### src/rtl/pc_unit.sv
// Program-counter unit for the MIPS fetch stage: sequential advance, redirects,
// a circular return-address stack and free-running cycle/stall counters.
module pc_unit #(
  parameter int unsigned             WIDTH        = 32,
  parameter int unsigned             INCR         = 1,
  parameter logic [WIDTH-1:0]        RESET_VECTOR = '0,
  parameter logic [WIDTH-1:0]        EXC_VECTOR   = 32'h0000_0020,
  parameter int unsigned             RAS_DEPTH    = 4,
  parameter int unsigned             CNT_WIDTH    = 32
) (
  input  logic                 clk,
  input  logic                 rst,
  input  logic                 halt,
  input  logic                 exc,
  input  logic                 stall,
  input  logic                 ret,
  input  logic                 call,
  input  logic                 bj,
  input  logic [WIDTH-1:0]     target,
  output logic [WIDTH-1:0]     pc,
  output logic                 ras_empty,
  output logic                 ras_full,
  output logic                 ras_ovf,
  output logic                 ras_unf,
  output logic [CNT_WIDTH-1:0] cycles,
  output logic [CNT_WIDTH-1:0] stalls
);

  localparam int unsigned PW = $clog2(RAS_DEPTH);
  localparam int unsigned CW = PW + 1;
  localparam logic [PW-1:0]        PTR_ONE = PW'(1);
  localparam logic [CW-1:0]        CNT_ONE = CW'(1);
  localparam logic [CW-1:0]        CNT_MAX = CW'(RAS_DEPTH);
  localparam logic [CNT_WIDTH-1:0] PERF_ONE = CNT_WIDTH'(1);
  localparam logic [WIDTH-1:0]     PC_INCR = WIDTH'(INCR);

  logic [WIDTH-1:0]     r_pc;
  logic [WIDTH-1:0]     r_ras [RAS_DEPTH];
  logic [PW-1:0]        r_wp;
  logic [CW-1:0]        r_cnt;
  logic                 r_ovf;
  logic                 r_unf;
  logic [CNT_WIDTH-1:0] r_cycles;
  logic [CNT_WIDTH-1:0] r_stalls;

  logic [WIDTH-1:0] w_pc_inc;
  logic [WIDTH-1:0] w_top;
  logic             w_empty;
  logic             w_full;
  logic             w_active;
  logic             w_push;

  assign w_pc_inc = r_pc + PC_INCR;
  assign w_top    = r_ras[r_wp - PTR_ONE];
  assign w_empty  = (r_cnt == '0);
  assign w_full   = (r_cnt == CNT_MAX);
  // Redirect inputs only matter when nothing of higher priority is asserted.
  assign w_active = !rst && !halt && !exc && !stall;
  assign w_push   = w_active && !ret && call;

  always_ff @(posedge clk) begin
    if (rst) begin
      r_pc     <= RESET_VECTOR;
      r_wp     <= '0;
      r_cnt    <= '0;
      r_ovf    <= 1'b0;
      r_unf    <= 1'b0;
      r_cycles <= '0;
      r_stalls <= '0;
    end else if (!halt) begin
      r_cycles <= r_cycles + PERF_ONE;
      if (exc) begin
        r_pc  <= EXC_VECTOR;
        r_cnt <= '0;
      end else if (stall) begin
        r_stalls <= r_stalls + PERF_ONE;
      end else if (ret) begin
        if (!w_empty) begin
          r_pc  <= w_top;
          r_cnt <= r_cnt - CNT_ONE;
          r_wp  <= r_wp - PTR_ONE;
        end else begin
          r_pc  <= w_pc_inc;
          r_unf <= 1'b1;
        end
      end else if (call) begin
        r_pc <= target;
        r_wp <= r_wp + PTR_ONE;
        // A full stack overwrites its oldest entry and keeps the count pinned.
        if (w_full) r_ovf <= 1'b1;
        else        r_cnt <= r_cnt + CNT_ONE;
      end else if (bj) begin
        r_pc <= target;
      end else begin
        r_pc <= w_pc_inc;
      end
    end
  end

  // Entry storage carries no reset; validity is tracked by r_cnt alone.
  always_ff @(posedge clk) begin
    if (w_push) r_ras[r_wp] <= w_pc_inc;
  end

  assign pc        = r_pc;
  assign ras_empty = w_empty;
  assign ras_full  = w_full;
  assign ras_ovf   = r_ovf;
  assign ras_unf   = r_unf;
  assign cycles    = r_cycles;
  assign stalls    = r_stalls;

endmodule

### config.mk
export PLATFORM = sky130hd
export DESIGN_NAME = pc_unit
export DESIGN_NICKNAME = d
export VERILOG_FILES = /design/src/rtl/pc_unit.sv
export SDC_FILE = /design/constraint.sdc
export NUM_CORES = 1
export LEC_CHECK = 0
export ABC_AREA = 0
export ABC_CLOCK_PERIOD_IN_PS = 3100
export BUFFER_PORTS_ARGS = -buffer_cell sky130_fd_sc_hd__buf_2
export CAP_MARGIN = 10
export CORE_MARGIN = 8
export CORE_UTILIZATION = 30
export DETAILED_ROUTE_END_ITERATION = 10
export PLACE_DENSITY_LB_ADDON = 0.3
export SLEW_MARGIN = 20
export SYNTH_ARGS = -nofsm -noshare
export SYNTH_HDL_FRONTEND = slang
export SYNTH_SLANG_ARGS = --single-unit
### constraint.sdc
create_clock -name clk -period 3.1 [get_ports clk]
set_input_delay 0.31 -clock clk [delete_from_list [all_inputs] [get_ports clk]]
set_output_delay 0.31 -clock clk [all_outputs]
set_load 0.005 [all_outputs]
Word-level counts from Yosys, hierarchy flattened
Memory sizes are Yosys's and may differ from the RTL's.
Index checks and enable logic that the tools add are counted.
- flip-flop bits (word level): 103
- bits of input ports: 40
- output and inout bits: 100
- logic and storage cells: 60
- bits in writable memories: 128
- memories: 1
- reductions and logical operators: 19
- bitwise operators: 4
- muxes and demuxes: 17
- add/subtract/negate cells: 7
- equality and inequality tests: 5
- memory list (memory ; depth ; bits a word ; read ports ; clocked after memory_dff ; wr ports ; line ; RTL):
    r_ras ; 4 ; 32 ; 1 ; 0 ; 1 ; 38 ; logic [WIDTH-1:0] r_ras [RAS_DEPTH];
- operators with widths (cell ; count):
    32-bit two-way mux ; 6
    32-bit by 1-bit adder with 32-bit output (second input constant) ; 3
    3-bit two-way mux ; 6
    5-bit AND reduction ; 3
    2-bit two-way mux ; 3
    3-bit != test (second input constant) ; 2
    6-bit AND reduction ; 1
    1-bit logical AND ; 5
    1-bit zero test ; 5
    2-bit != test (second input constant) ; 2
    1-bit inverter ; 4
    3-bit by 1-bit adder with 3-bit output (second input constant) ; 1
    3-bit == test (second input constant) ; 1
    3-bit zero test ; 1
    3-bit AND reduction ; 1
    3-bit nonzero test ; 1
    3-bit by 1-bit subtractor with 3-bit output (second input constant) ; 1
    2-bit by 1-bit adder with 2-bit output (second input constant) ; 1
    1-bit two-way mux ; 2
    2-bit AND reduction ; 1
    2-bit nonzero test ; 1
    2-bit by 1-bit subtractor with 2-bit output (second input constant) ; 1

Depth between registers and ports, before layout
Gate-level depths: netlist of the first run.
- depth in word-level cells: 8
- depth in mapped cells: 12
- gate-level depth less buffers: 7

Worst setup path after synthesis of the first run
Ideal clock, no wire load.
- path type: register to register
- start point: reg r_wp[0]
- end point: reg r_pc[29], in the netlist pc[29]
- stages on the path, launching flop included: 11
- arrival: 2.606 ns
- data required time: 2.973 ns
- clock period less this slack: 2.733 ns
- path buffers: 5
- setup time: 0.127 ns
- path slack: 0.367 ns
- cells stage by stage: dfxtp_1 > buf_2 > buf_2 > inv_1 > ha_1 > buf_2 > buf_2 > buf_1 > mux4_2 > a221oi_1 > o21ai_0
- word-level cells in the longest chain between the ends: 6
- ends and longest elaborated chain (what ; line ; RTL):
    start, declared ; 39 ; logic [PW-1:0] r_wp;
    start signal, assigned ; 81 ; r_wp <= r_wp - PTR_ONE;
    start signal, assigned ; 88 ; r_wp <= r_wp + PTR_ONE;
    2-bit by 1-bit subtractor with 2-bit output ; 54 ; assign w_top = r_ras[r_wp - PTR_ONE];
    memory 4 x 32 bit ; - ;
    32-bit two-way mux ; 78 ; if (!w_empty) begin
    32-bit two-way mux ; 77 ; end else if (ret) begin
    32-bit two-way mux ; 75 ; end else if (stall) begin
    32-bit two-way mux ; 72 ; if (exc) begin
    end signal, assigned ; 79 ; r_pc <= w_top;
    end signal, assigned ; 83 ; r_pc <= w_pc_inc;
    end signal, assigned ; 87 ; r_pc <= target;
    end, declared ; 37 ; logic [WIDTH-1:0] r_pc;
No other way between the ends. The select of a mux whose other input is x is not followed.
A chain may end at the register's enable or synchronous reset.

Worst setup path after layout of the first run
- start point: reg r_pc[0], in the netlist pc[0]
- end point: reg r_pc[16], in the netlist pc[16]
- word-level cells in the longest chain between the ends: 6
- elaborated cells on any way between the ends: 7
- classes of those cells: add/sub (1); mux (6)
- ends and longest elaborated chain (what ; line ; RTL):
    32-bit by 1-bit adder with 32-bit output (*) ; 53 ; assign w_pc_inc = r_pc + PC_INCR;
    32-bit two-way mux ; 92 ; end else if (bj) begin
    32-bit two-way mux ; 86 ; end else if (call) begin
    32-bit two-way mux (*) ; 77 ;
    32-bit two-way mux (*) ; 75 ;
    32-bit two-way mux (*) ; 72 ;
Every way passes the cells marked *; elsewhere a longest branch is shown, timed or not. The select of a mux whose other input is x is not followed.

==> PnR_summary.wiki, run 1 <==
{| class="wikitable"
! Metric !! Value
|-
| Run status || completed
|-
| Setup skew after layout || just over 0.02 ns
|-
| Number of warnings issued by yosys || 0
|-
| Maximum ir drop on the vdd rail || 0.000421 V
|-
| Clock latency on the worst-skew pair || 0.53 ns
|-
| Capturing element type of the critical path || register
|-
| RSZ-0062 raised after global routing || no
|-
| Number of buffers inserted to repair setup after CTS || 0
|-
| Post-synthesis async set-or-reset flop share || 0%
|-
| Highest clock rate || 381 MHz
|-
| Worst-path maximum fanout || 11
|-
| Max-slew violation total from the final report || 0
|-
| Final non-filler cell area || 12,900 sq um
|-
| Detailed-route wire length || 31,800 microns
|-
| Die area || 42,000 sq um
|-
| Die Ht || 205 microns
|-
| Total number of clock tree sinks || 231
|-
| Horizontal die dimension || just over 200 microns
|-
| Detail Route Antenna Nets || 0
|-
| Via-per-instance ratio || around 5.3
|-
| Aggregate negative setup slack || 0 ns
|-
| Quantity of hold-fixing buffers added after cts || 0
|-
| Floorplan Core Area || 35,400 sq um
|-
| Vias after detailed routing || about 8.2k
|-
| Arrival time at the worst endpoint || 3.06 ns
|-
| Type of the tightest min-delay check || primary input to register
|-
| Slack of the critical path || 0.478 ns
|-
| Number of buffers between clock root and the deepest sink || 3
|-
| Netlist area before placement || 10,700 sq um
|-
| Global Route Usage Sum || 14.7%
|-
| Number of flops mapped to enable cells by yosys || 128
|-
| Net count after synthesis || roughly 1,000
|-
| Fill count || 3,491
|-
| Effective utilization at floorplan || 30.3%
|-
| TritonCTS clock tree || done
|-
| Fin cells || 1,557
|-
| Number of levels in the clock H-tree || 1
|-
| Power density over cell area || 558 nW/um^2
|-
| Maximum number of pins on one net before global-route repair || between 60 and 70
|-
| Total CTS buffers || 25
|-
| TritonRoute pass-1 iters || 5
|-
| Wirelength per Cell || between 20 and 25 microns
|-
| Distinct cells, synth || between 60 and 70
|-
| Post-placement worst setup slack || 0.529 ns
|-
| Worst Setup Path Type || register to register
|-
| Headroom to the max-slew limit || 37.8%
|-
| CP startpoint kind || register
|-
| Final setup violating endpoints || 0
|-
| Final core utilization || 36.3%
|-
| Detailed Place HPWL || ~21,000 microns
|-
| DRC violation count after routing || 0
|-
| Req. time, crit path || 3.54 ns
|-
| Ports || 140
|-
| Total overflow reported by the global router || 0
|-
| Transition time of the tightest slew-check pin || a little over 0.9 ns
|-
| Standard-cell rows || 69
|-
| Final worst path period need || 2.62 ns
|-
| Gate count after technology mapping || about 950
|-
| Relative area change from synthesis to final layout || 20.0%
|-
| Part of the Yosys area used for sequential elements || between 50% and 60%
|-
| Initial DRC Count || 526
|-
| Number of placed cells counting well taps || about 1.5k
|-
| Number of diodes added for antenna fixing || 0
|-
| GP Congestion || 0.812
|-
| Fraction of final layout cells sized beyond drive strength 1 || 23.7%
|-
| First-pass GRT wire length || between 40,000 and 50,000 microns
|-
| Final number of hold-violating endpoints || 0
|-
| Fin crit share || 84.6%
|-
| Number of storage elements in the synthesis netlist || 231
|-
| Number of antenna violations at the first check in global routing || 2
|-
| Library cell used as clock root buffer || sky130_fd_sc_hd__clkbuf_16
|-
| Number of port buffers || between 100 and 150
|-
| Area after detailed placement || 12,000 sq um
|-
| Via count of the first global-routing pass || 7,976
|-
| Leakage component of the power || between 4 and 5 nW
|-
| Dominant register cell in the synthesized netlist || sky130_fd_sc_hd__edfxtp_1
|-
| CTS-repair resized insts || 0
|-
| Layout Nets || 1,125
|-
| Number of violations of the max-capacitance limit || 0
|-
| Clock input transition at the sequential cells of the worst setup and hold paths || 0.07 ns
|-
| Avg Synthesized Cell Area || about 11 sq um
|}
[metrics by stage]
stage	power, mW	hold slack (ns)
3_5_place_dp	3.93	0.471
4_1_cts	7.26	0.0899
3_3_place_gp	3.92	0.455
2_1_floorplan	3.70	0.463
5_1_grt	7.42	0.166
6_report	7.18	0.110
[registers in the layout (all words and copies together) (netlist names)]
signal,cells
pc,32
stalls,32
r_wp,2
ras_unf,1
r_ras,128
cycles,32
r_cnt,3
ras_ovf,1
[cells in the mapped netlist (4+ instances only)]
library cell | count | area [sq um]
sky130_fd_sc_hd__a21o_1 | 5 | 37.5
sky130_fd_sc_hd__a21oi_1 | 40 | 200
sky130_fd_sc_hd__a221o_1 | 13 | 130
sky130_fd_sc_hd__a221oi_1 | 7 | 61.3
sky130_fd_sc_hd__a311oi_1 | 5 | 43.8
sky130_fd_sc_hd__a31o_2 | 4 | 35.0
sky130_fd_sc_hd__and2_1 | 8 | 50.1
sky130_fd_sc_hd__and3_1 | 10 | 62.6
sky130_fd_sc_hd__and4_1 | 13 | 114
sky130_fd_sc_hd__buf_1 | 6 | 22.5
sky130_fd_sc_hd__buf_2 | 10 | 50.1
sky130_fd_sc_hd__clkbuf_1 | 41 | 154
sky130_fd_sc_hd__dfxtp_1 | 103 | 2060
sky130_fd_sc_hd__edfxtp_1 | 128 | 3840
sky130_fd_sc_hd__ha_1 | 7 | 87.6
sky130_fd_sc_hd__inv_1 | 27 | 101
sky130_fd_sc_hd__mux2i_1 | 5 | 50.1
sky130_fd_sc_hd__mux4_2 | 32 | 721
sky130_fd_sc_hd__nand2_1 | 51 | 191
sky130_fd_sc_hd__nand3_1 | 43 | 215
sky130_fd_sc_hd__nand4_1 | 19 | 119
sky130_fd_sc_hd__nand4b_1 | 4 | 35.0
sky130_fd_sc_hd__nor2_1 | 92 | 345
sky130_fd_sc_hd__nor2b_1 | 7 | 43.8
sky130_fd_sc_hd__nor3_1 | 35 | 175
sky130_fd_sc_hd__nor4_1 | 26 | 163
sky130_fd_sc_hd__o21ai_0 | 36 | 180
sky130_fd_sc_hd__o221ai_1 | 4 | 35.0
sky130_fd_sc_hd__o31ai_1 | 8 | 60.1
sky130_fd_sc_hd__or2_2 | 7 | 43.8
sky130_fd_sc_hd__or3_1 | 19 | 119
sky130_fd_sc_hd__or4_1 | 5 | 37.5
sky130_fd_sc_hd__xnor2_1 | 48 | 420
sky130_fd_sc_hd__xor2_1 | 23 | 201
[where the power goes]
group          internal, mW  switching (mW)  leakage, nW  total [mW]
clock                  2.07            1.25        0.433        3.32
sequential             3.28          0.0682         2.00        3.35
combinational         0.197           0.319         2.13       0.515
[placed cells by master (no fill, tap or decap), types with 32 or more instances in the layout]
cell / netlist / layout
sky130_fd_sc_hd__o21ai_0: 36 / 36
sky130_fd_sc_hd__edfxtp_1: 128 / 128
sky130_fd_sc_hd__dfxtp_1: 103 / 102
sky130_fd_sc_hd__nand3_1: 43 / 43
sky130_fd_sc_hd__nor3_1: 35 / 35
sky130_fd_sc_hd__nor2_1: 92 / 91
sky130_fd_sc_hd__nand2_1: 51 / 51
sky130_fd_sc_hd__xnor2_1: 48 / 48
sky130_fd_sc_hd__mux4_2: 32 / 32
sky130_fd_sc_hd__a21oi_1: 40 / 40
sky130_fd_sc_hd__buf_2: 10 / 138
[path summary, 6_finish.rpt]
check	slack [ns]	cells after the start	to	startpoint
worst min register to register	0.47	2	ras_unf	ras_unf
worst min-delay path	0.11	3	pc[29]	target[29]
worst max-delay path	0.48	6	pc[16]	pc[0]
worst max register to register	0.48	6	pc[16]	pc[0]
[layer usage]
metal | global-route usage (%) | share of wire (%)
met5 | 0 | 0.038
met3 | 2.37 | 5.2
met2 | 24.4 | 49
met4 | 4.39 | 2.4
met1 | 19.5 | 44
[cell families (layout without fill, tap and decap cells)]
logic type | count (synthesis) | count (layout) | share of synthesized area, %
and+or+nand+nor | 355 | 355 | 17.5
DFF | 231 | 231 | 55.1
AOI/OAI and AO/OA | 155 | 155 | 9.93
buffers and inverters | 85 | 236 | 3.13
xor gates and xnor gates | 71 | 71 | 5.80
muxes | 40 | 40 | 7.51
adders and majority gates | 8 | 8 | 1.00
[worst max-delay path, cell delays in order, from the launching register on]
cell	delay [ns]
sky130_fd_sc_hd__dfxtp_1	0.47
sky130_fd_sc_hd__ha_1	0.23
sky130_fd_sc_hd__nand3_1	0.39
sky130_fd_sc_hd__or2_2	0.54
sky130_fd_sc_hd__nor4_1	0.46
sky130_fd_sc_hd__o21ai_0	0.18
sky130_fd_sc_hd__a221oi_1	0.26
[cell type report]
type                    count  area [sq um]  area share, %
well taps                 461           577           4.49
flip-flops and latches    231          5910           45.9
clock inverters            15           259           2.01
multi-input cells         629          4480           34.8
repair buffers            163           891           6.93
inverters                  27           101          0.788
clock buffers              31           648           5.04
No activity file was read; power rests on OpenSTA's default activity.
==> run 2, diff against run 1 <==
ABC_CLOCK_PERIOD_IN_PS = 2300   (was 3100)
clock period = 2.3 ns   (was 3.1 ns; I/O delays follow)
==> PnR_summary.wiki, run 2 (same netlist as run 1, synthesis figures left out) <==
{| class="wikitable"
! Metric !! Value
|-
| Reg area || 5910 sq um (about the same)
|-
| Sequential cell fraction of total power || 46.5% (about the same)
|-
| Global Route Usage Sum || 15.2% (+0.50 points)
|-
| Total CTS buffers || 26 (+4.0%)
|-
| Initial DRC Count || 542 (+3.0%)
|-
| CP Buf/Inv Count || 0 (unchanged)
|-
| Effective utilization at floorplan || 30.3% (unchanged)
|-
| Slack of the critical path || 0.145 ns (-0.333 ns)
|-
| Setup skew after layout || 0.0263 ns (+0.00612 ns)
|-
| Via count of the first global-routing pass || 8,253 (+3.5%)
|-
| Number of buffers inserted to repair setup after CTS || 0 (unchanged)
|-
| Run status || completed
|-
| Clock input transition at the sequential cells of the worst setup and hold paths || 0.06 ns (about the same)
|-
| Post-placement worst setup slack || 0.117 ns (-0.412 ns)
|-
| Maximum ir drop on the vdd rail || 0.000512 V (+21%)
|-
| Number of levels in the clock H-tree || 1 (unchanged)
|-
| Fin crit share || 93.7% (+9.1 points)
|-
| Final worst path period need || 2.16 ns (-0.467 ns)
|-
| Number of diodes added for antenna fixing || 0 (unchanged)
|-
| Via-per-instance ratio || 5.14 (-2.3%)
|-
| Most used cells in the layout excluding fill and tap cells || 138 x sky130_fd_sc_hd__buf_2, 128 x sky130_fd_sc_hd__edfxtp_1, 101 x sky130_fd_sc_hd__dfxtp_1
|-
| CP max stage cell || sky130_fd_sc_hd__or2_2
|-
| Layout Nets || 1,192 (+6.0%)
|-
| Horizontal die dimension || 205 microns (unchanged)
|-
| Final setup violating endpoints || 0 (unchanged)
|-
| Area occupied by multi-input gates || 4490 sq um (+0.25%)
|-
| RSZ-0062 raised after global routing || no
|-
| Relative area change from synthesis to final layout || 25.3%
|-
| Total internal power || 7.29 mW (+31%)
|-
| Switching fraction of total power || 24.1% (+1.4 points)
|-
| DRC violation count after routing || 0 (unchanged)
|-
| Final number of hold-violating endpoints || 0 (unchanged)
|-
| Clock share of power || 45.0% (-1.2 points)
|-
| GP Congestion || 0.830 (+2.2%)
|-
| TritonRoute pass-1 iters || 5 (unchanged)
|-
| Capturing element type of the critical path || register
|-
| Power density over cell area || 715 nW/um^2 (+28%)
|-
| Total number of clock tree sinks || 231 (unchanged)
|-
| Number of violations of the max-capacitance limit || 0 (unchanged)
|-
| Transition time of the tightest slew-check pin || 0.939 ns (+0.00607 ns)
|-
| Req. time, crit path || 2.77 ns (-0.77 ns)
|-
| Arrival time at the worst endpoint || 2.63 ns (-0.43 ns)
|-
| Highest clock rate || 464 MHz (+22%)
|-
| Fill count || 3,478 (-0.37%)
|-
| Type of the tightest min-delay check || primary input to register
|-
| Aggregate negative setup slack || 0 ns (unchanged)
|-
| Maximum single-stage delay on the critical path || 0.51 ns (-0.03 ns)
|-
| Number of antenna violations at the first check in global routing || 1 (-1)
|-
| Wirelength per Cell || 20.1 microns (-1.7%)
|-
| Register ranked first by flip-flop count || r_ras
|-
| Ports || 140 (unchanged)
|-
| Worst-path maximum fanout || 10 (-1)
|-
| Most frequent standard cell in the layout excluding fill and tap cells || sky130_fd_sc_hd__buf_2
|-
| Total overflow reported by the global router || 0 (unchanged)
|-
| Number of buffers between clock root and the deepest sink || 3 (unchanged)
|-
| Vias after detailed routing || 8,352 (+2.0%)
|-
| Standard-cell rows || 69 (unchanged)
|-
| Die Ht || 205 microns (unchanged)
|-
| Maximum number of pins on one net before global-route repair || 70 (+2.9%)
|-
| Cell count of the worst reg-to-reg path || 5 (-1)
|-
| First-pass GRT wire length || 50,100 microns (+2.7%)
|-
| Max FFs per register || 128 (unchanged)
|-
| Fraction of final layout cells sized beyond drive strength 1 || 28.6% (+4.9 points)
|-
| Psw || 2.32 mW (+42%)
|-
| Max-slew violation total from the final report || 0 (unchanged)
|-
| Part of the power in combinational logic || 8.5% (+1.3 points)
|-
| Count of cells along the worst hold path || 3 (unchanged)
|-
| Detailed Place HPWL || 23,000 microns (+8.0%)
|-
| Leakage component of the power || 4.89 nW (+7.3%)
|-
| Die area || 42,000 sq um (unchanged)
|-
| Headroom to the max-slew limit || 37.2% (-0.64 points)
|-
| CP startpoint kind || register
|-
| Clock latency on the worst-skew pair || 0.57 ns (+0.04 ns)
|-
| Hold slack || 0.0337 ns (-0.0764 ns)
|-
| Number of port buffers || 139 (unchanged)
|-
| Cell-by-cell listing of the critical path || nand3_1 -> or2_2 -> or4_1 -> a31o_2 -> a211oi_1
|-
| Cell family with most CP delay || simple AND/OR/NAND/NOR gates
|-
| TritonCTS clock tree || done
|-
| Detailed-route wire length || 32,700 microns (+2.6%)
|-
| Total number of cells along the worst setup path || 5 (-1)
|-
| Detail Route Antenna Nets || 0 (unchanged)
|-
| Floorplan Core Area || 35,400 sq um (unchanged)
|-
| Library cell used as clock root buffer || sky130_fd_sc_hd__clkbuf_16
|-
| Worst Setup Path Type || register to register
|}
-- run 2: cell types whose count changed in the layout (fill, tap and decap cells not counted), moves of 3 or more --
cell                         delta
sky130_fd_sc_hd__buf_12         +6
sky130_fd_sc_hd__bufinv_16      -3
sky130_fd_sc_hd__clkinvlp_4     +3
sky130_fd_sc_hd__and2_2         +4
sky130_fd_sc_hd__buf_4         +59
sky130_fd_sc_hd__and2_1         -4
-- run 2: cell type report --
type / instances / share of cell area [%]
timing repair buffer: 229 / 10.9
multi-input combinational: 629 / 33.4
tap: 461 / 4.30
clock inverter: 18 / 1.65
sequential: 231 / 44.0
clock buffer: 30 / 4.96
inverter: 27 / 0.755
-- run 2: timing repair --
item                                    4_1_cts  5_1_grt
hold buffers                                  1        0
gates resized for setup                       0        2
endpoints found under the setup margin        0        4
hold endpoints to repair                      1        0
-- run 2: power by group through the flow --
| stage | clock network [mW] | logic [mW] | registers, mW |
|---|---|---|---|
| 2_1_floorplan | 0 | 0.420 | 4.57 |
| 3_3_place_gp | 0 | 0.807 | 4.56 |
| 3_5_place_dp | 0 | 0.811 | 4.56 |
| 4_1_cts | 4.45 | 0.817 | 4.47 |
| 5_1_grt | 4.59 | 0.887 | 4.47 |
| 6_report | 4.32 | 0.812 | 4.47 |
-- run 2: worst min-delay path, stage by stage --
cell and delay, ns:
sky130_fd_sc_hd__buf_2 0.09, sky130_fd_sc_hd__a221oi_1 0.08, sky130_fd_sc_hd__o21ai_0 0.17
-- run 2: worst paths after layout --
check / startpoint / to / slack (ns)
worst min register to register: stalls[31] / stalls[31] / 0.49
worst max register to register: pc[5] / pc[26] / 0.14
worst max-delay path: pc[5] / pc[26] / 0.14
worst min-delay path: target[29] / pc[29] / 0.03
-- run 2: metrics by stage --
step / cell area (sq um) / utilization (%) / power, mW / instances
floorplan: 10700 / - / 4.99 / 945
global placement: 12500 / 35.4 / 5.36 / 1576
finish: 13400 / 37.9 / 9.60 / 1625
global route: 13400 / 37.9 / 9.94 / 1625
CTS: 13400 / 37.9 / 9.73 / 1625
detailed placement: 12500 / 35.4 / 5.37 / 1576
-- run 2: layer usage --
layer,GRT usage (%),wire length (microns)
met4,4.62,670
met2,25.2,15900
met5,0,13
met3,2.56,1640
met1,20.1,14400
